==> config.mk <==
export PLATFORM = sky130hd
export DESIGN_NAME = id_stage
export DESIGN_NICKNAME = d
export VERILOG_FILES = /design/src/rtl/id_stage_pkg.sv /design/src/rtl/id_stage_br_unit.sv /design/src/rtl/id_stage.sv
export SDC_FILE = /design/constraint.sdc
export NUM_CORES = 1
export LEC_CHECK = 0
export ABC_AREA = 1
export CORE_AREA = 2 2 148 150
export DETAILED_ROUTE_END_ITERATION = 10
export DIE_AREA = 0 0 150 152
export PLACE_DENSITY_LB_ADDON = 0.3
export SYNTH_ARGS = -nofsm -noshare
export SYNTH_HDL_FRONTEND = slang
export SYNTH_SLANG_ARGS = --single-unit
==> constraint.sdc <==
create_clock -name clk -period 6 [get_ports clk]
set_input_delay 0.6 -clock clk [delete_from_list [all_inputs] [get_ports clk]]
set_output_delay 0.6 -clock clk [all_outputs]
set_load 0.02 [all_outputs]
==> src/rtl/id_stage_pkg.sv <==
// Shared decode constants, branch payload type and offset helpers for the ID stage.
package id_stage_pkg;

    localparam int unsigned XLEN   = 32;
    localparam int unsigned OPC_W  = 6;
    localparam int unsigned REG_AW = 5;

    localparam logic [OPC_W-1:0] OP_JIRL = 6'b010011;
    localparam logic [OPC_W-1:0] OP_B    = 6'b010100;
    localparam logic [OPC_W-1:0] OP_BL   = 6'b010101;
    localparam logic [OPC_W-1:0] OP_BEQ  = 6'b010110;
    localparam logic [OPC_W-1:0] OP_BNE  = 6'b010111;

    localparam logic [XLEN-1:0] RESET_PC = 32'h1C00_0000;

    // Redirect request produced by the branch unit.
    typedef struct packed {
        logic            taken;
        logic [XLEN-1:0] target;
    } br_res_t;

    // Sign-extend a 16-bit word offset and convert it to a byte offset.
    function automatic logic [XLEN-1:0] SEXT16_SH2(input logic [15:0] offs);
        return {{14{offs[15]}}, offs, 2'b00};
    endfunction

    // Sign-extend a 26-bit word offset and convert it to a byte offset.
    function automatic logic [XLEN-1:0] SEXT26_SH2(input logic [25:0] offs);
        return {{4{offs[25]}}, offs, 2'b00};
    endfunction

endpackage

==> src/rtl/id_stage_br_unit.sv <==
// Combinational control-flow resolver: (inst, pc, rj, rkd) -> (taken, target).
module id_stage_br_unit
    import id_stage_pkg::*;
(
    input  logic [XLEN-1:0] inst,
    input  logic [XLEN-1:0] pc,
    input  logic [XLEN-1:0] rj_value,
    input  logic [XLEN-1:0] rkd_value,
    output br_res_t         br_c
);

    logic [OPC_W-1:0] opcode;
    logic [15:0]      offs16;
    logic [25:0]      offs26;

    assign opcode = inst[31:26];
    assign offs16 = inst[25:10];
    assign offs26 = {inst[9:0], inst[25:10]};

    // Resolve condition and target; target reads as zero when not taken.
    always_comb begin
        br_c = '0;
        case (opcode)
            OP_JIRL: begin
                br_c.taken  = 1'b1;
                br_c.target = rj_value + SEXT16_SH2(offs16);
            end
            OP_B, OP_BL: begin
                br_c.taken  = 1'b1;
                br_c.target = pc + SEXT26_SH2(offs26);
            end
            OP_BEQ: begin
                if (rj_value == rkd_value) begin
                    br_c.taken  = 1'b1;
                    br_c.target = pc + SEXT16_SH2(offs16);
                end
            end
            OP_BNE: begin
                if (rj_value != rkd_value) begin
                    br_c.taken  = 1'b1;
                    br_c.target = pc + SEXT16_SH2(offs16);
                end
            end
            default: br_c = '0;
        endcase
    end

endmodule

==> src/rtl/id_stage.sv <==
// Instruction-decode stage: pipeline register, source reads and branch redirect.
module id_stage
    import id_stage_pkg::*;
(
    input  logic              clk,
    input  logic              resetn,
    input  logic              if_to_id_valid,
    input  logic [XLEN-1:0]   if_inst,
    input  logic [XLEN-1:0]   if_pc,
    output logic              id_allowin,
    output logic              br_taken,
    output logic [XLEN-1:0]   br_target,
    output logic [REG_AW-1:0] rf_raddr1,
    output logic [REG_AW-1:0] rf_raddr2,
    input  logic [XLEN-1:0]   rf_rdata1,
    input  logic [XLEN-1:0]   rf_rdata2,
    input  logic              ex_allowin,
    output logic              id_to_ex_valid,
    output logic [XLEN-1:0]   id_inst,
    output logic [XLEN-1:0]   id_pc,
    output logic [XLEN-1:0]   id_rj_value,
    output logic [XLEN-1:0]   id_rkd_value
);

    logic             id_valid;
    logic             id_ready_go;
    logic [OPC_W-1:0] id_opcode;
    br_res_t          br_res;

    assign id_ready_go    = 1'b1;
    assign id_allowin     = ~id_valid | (id_ready_go & ex_allowin);
    assign id_to_ex_valid = id_valid & id_ready_go;

    // Pipeline register; the instruction accepted on a redirect edge is wrong-path and dropped.
    always_ff @(posedge clk) begin
        if (!resetn) begin
            id_valid <= 1'b0;
            id_inst  <= '0;
            id_pc    <= '0;
        end else if (id_allowin) begin
            id_valid <= if_to_id_valid & ~br_taken;
            id_inst  <= if_inst;
            id_pc    <= if_pc;
        end
    end

    // Register-file addressing: branches compare rj against rd, everything else reads rk.
    assign id_opcode    = id_inst[31:26];
    assign rf_raddr1    = id_inst[9:5];
    assign rf_raddr2    = ((id_opcode == OP_BEQ) || (id_opcode == OP_BNE)) ? id_inst[4:0]
                                                                           : id_inst[14:10];
    assign id_rj_value  = rf_rdata1;
    assign id_rkd_value = rf_rdata2;

    id_stage_br_unit u_br_unit (
        .inst      (id_inst),
        .pc        (id_pc),
        .rj_value  (rf_rdata1),
        .rkd_value (rf_rdata2),
        .br_c      (br_res)
    );

    assign br_taken  = id_valid & br_res.taken;
    assign br_target = br_taken ? br_res.target : '0;

endmodule

==> impl_metrics.csv <==
group,metric,value,unit
pwr,pwr-share-clk,27.5,%
global_route,grt_pass1_vias,10320,
pwr,pwr-share-comb,45.8,%
hold_path,min_from,"id_inst[30]",
logic_synthesis,synth_top_area_share,22.29,%
routing,drc,0,
critical_path,crit_required,5400,ps
critical_path,worstPathArrival,3760,ps
clocking,cts_buffers,9,
global_route,antenna_found_initial,0,
sta,fin_skew,12.99,ps
critical_path,criticalPathCategory,"in -> out",
floorplan,fp.dieW,150,um
critical_path,reg2reg_depth,12,
routing,wl_per_cell,15.47,um
placed_design,io_buffers,304,
critical_path,r2r_start,"id_inst[30]",
sta,drv_slew,0,
placed_design,dp_hpwl,29.14,mm
pwr,ir_drop,0.0002071,V
sta,setup_tns,0,ps
pwr,swShare,39.54,%
floorplan,rows,54,
finish,final_common_cell,"nand2_1",
finish,layout_common_cells,"nand2_1 (559), clkdlybuf4s50_1 (303), inv_1 (254), nor2_1 (243), nand3_1 (118)",
sta,min_period,4361,ps
outcome,status,"complete, no violations",
sta,grt_setup_unrepaired,"false",
hold_path,hold_class,"reg -> reg",
global_route,grt_start_max_net_pins,69,
logic_synthesis,synthCells,1724,
sta,fmax,229.3,MHz
routing,post_drt_via_cell_ratio,5.035,
clocking,htreeDepth,3,
floorplan,dieHeight,152,um
logic_synthesis,yosysTopAreaCell,"nand2_1",
sta,worstMarginPinSlew,951.0,ps
clocking,clockBufferDepth,2,
critical_path,start_kind,"primary input",
critical_path,worst_setup_path_end_kind,"output pin",
logic_synthesis,ys_top_cells_by_area,"nand2_1 (22%), dfxtp_1 (14%), inv_1 (10%), nor2_1 (9.7%), ha_1 (9.4%)",
pwr,finalPower,1.926,mW
finish,fill_cells,2267,
sta,slew_headroom,36.60,%
clocking,cts_tree,"done",
routing,routed_wirelength,34.50,mm
floorplan,ios,305,
pwr,power.leakage,6.458,nW
logic_synthesis,avgSynthCellArea,5.461,um2
global_route,grt_first_pass_wirelength,53.06,mm
floorplan,dieArea,0.02280,mm2
critical_path,startpoint,"rf_rdata1[2]",
critical_path,endpoint,"br_target[18]",
logic_synthesis,synth_cell_types,40,
clocking,cts_root_buffer,"clkbuf_16",
logic_synthesis,ys_ff_latch,65,
pwr,power.internal,1.165,mW
logic_synthesis,yosysSeqAreaShare,13.82,%
clocking,clk_latency,330,ps
global_route,overflow,0,
finish,area_growth,32.51,%
clocking,cts_resized,0,
global_route,track_usage,29.36,%
critical_path,r2r_setup_slack,3760,ps
logic_synthesis,syn_area,0.009414,mm2
floorplan,core-area,0.02135,mm2
clocking,holdBufCountCts,0,
routing,vias,11230,
logic_synthesis,synth_warnings,0,
finish,drive_gt1_share,3.744,%
sta,fin_crit_sh,72.68,%
finish,final_net_count,2150,
pwr,powerDensity,154.4,mW/mm2
pwr,p_seq_share,26.7,%
clocking,clock_sinks,65,
routing,drt-pass1-iter-count,5,
critical_path,r2r-end,"id_to_ex_valid",
clocking,path_clk_slew,60,ps
pwr,switching_power,0.7617,mW
floorplan,start_util,44.09,%
critical_path,crit_fanout,5,
sta,finalHoldViolations,0,
routing,antenna_left,0,
clocking,cts_setup_buffers,0,
logic_synthesis,syn_nets,1929,
placed_design,place.gp.congestion,1.012,
routing,drt_iter0_drc,799,
finish,antenna_cells,0,
job,cap_viol_max_count,0,
sta,finalSetupViolCount,0,
==> sequential cells by signal (all words and copies together) (netlist names) <==
| name | count |
|---|---|
| id_to_ex_valid | 1 |
| id_pc | 32 |
| id_inst | 32 |
==> cell type report <==
type	count	area, um2	area share, %
multi-input cells	1303	6482	51.97
repair buffers	307	3060	24.53
flip-flops and latches	65	1301	10.43
inverters	259	974.7	7.813
well taps	280	350.3	2.808
clock buffers	10	239.0	1.916
clock inverters	6	66.31	0.5316
==> metrics by stage <==
step                util [%]  instances  area [um2]  worst slack (ps)  hold WS [ps]
global placement       57.00       2214       12170              1754         468.5
finish                 58.43       2230       12470              1639         492.2
global route           58.43       2230       12470              1470         505.7
detailed placement     57.00       2214       12170              1727         474.3
floorplan                  -       1724        9414              2734         543.3
CTS                    58.43       2230       12470              1711         485.6
==> worst min-delay path by stage <==
stage / end / depth (start not counted) / slack (ps)
finish: id_inst[30] / 2 / 490
global route: id_inst[30] / 2 / 510
CTS: id_inst[30] / 2 / 490
detailed placement: id_inst[30] / 2 / 470
global placement: id_inst[30] / 2 / 470
floorplan: id_inst[30] / 2 / 540
==> power by group through the flow <==
stage / combinational [mW] / clock (mW) / sequential, mW
after global routing: 0.975 / 0.552 / 0.518
after global placement: 0.867 / 0 / 0.522
after floorplan: 0.521 / 0 / 0.544
final: 0.882 / 0.529 / 0.515
after detailed placement: 0.873 / 0 / 0.523
after CTS: 0.878 / 0.538 / 0.514
==> cells by family after synthesis <==
kind of cell	count (synthesis)	share of synthesized area, %
DFF	65	13.82
and+or+nand+nor	998	43.98
AOI/OAI and AO/OA	190	10.92
muxes	4	0.4784
buffers and inverters	356	17.40
xor gates and xnor gates	38	3.535
adders and majority gates	73	9.862
==> per-layer routing <==
layer / track usage [%] / up-vias / share of wire, %
met5: 0 / - / 0
met4: 10.38 / 0 / 3.2
met3: 4.054 / 56 / 7.5
met2: 50.27 / 435 / 47
met1: 37.42 / 4978 / 43
li1: - / 5759 / -
==> Yosys cell counts <==
| library cell | count |
|---|---|
| nand2_4 | 3 |
| buf_2 | 4 |
| mux2_2 | 4 |
| nor2_2 | 1 |
| nor2_1 | 244 |
| clkbuf_1 | 19 |
| or2_4 | 1 |
| a21oi_1 | 82 |
| nand3b_1 | 16 |
| nand4_1 | 11 |
| inv_4 | 1 |
| fa_1 | 2 |
| nand2_8 | 1 |
| nor4_1 | 3 |
| buf_6 | 2 |
| or2_2 | 10 |
| and2_1 | 1 |
| o21a_1 | 2 |
| nand3_1 | 118 |
| a31oi_1 | 1 |
| dfxtp_1 | 65 |
| inv_2 | 4 |
| inv_1 | 254 |
| o21ai_0 | 83 |
| buf_12 | 1 |
| nor3_4 | 1 |
| buf_4 | 70 |
| a21oi_2 | 13 |
| nand2_2 | 10 |
| nand3_2 | 2 |
| xnor2_1 | 24 |
| o211ai_1 | 2 |
| nand2_1 | 559 |
| xor2_1 | 14 |
| nor2_4 | 1 |
| ha_1 | 71 |
| nor3_1 | 16 |
| a21o_1 | 2 |
| buf_1 | 1 |
| o21bai_1 | 5 |
==> worst max-delay path: stages <==
cell and delay [ps]:
clkdlybuf4s50_1 530, ha_1 190, inv_1 50, fa_1 400, inv_1 90, nand3_1 70
nand3_1 160, nand2_1 70, nand2_1 150, inv_1 70, o211ai_1 160, nand3_1 120
a31oi_1 390, clkdlybuf4s50_1 700
(Power assumes the default switching activity.)
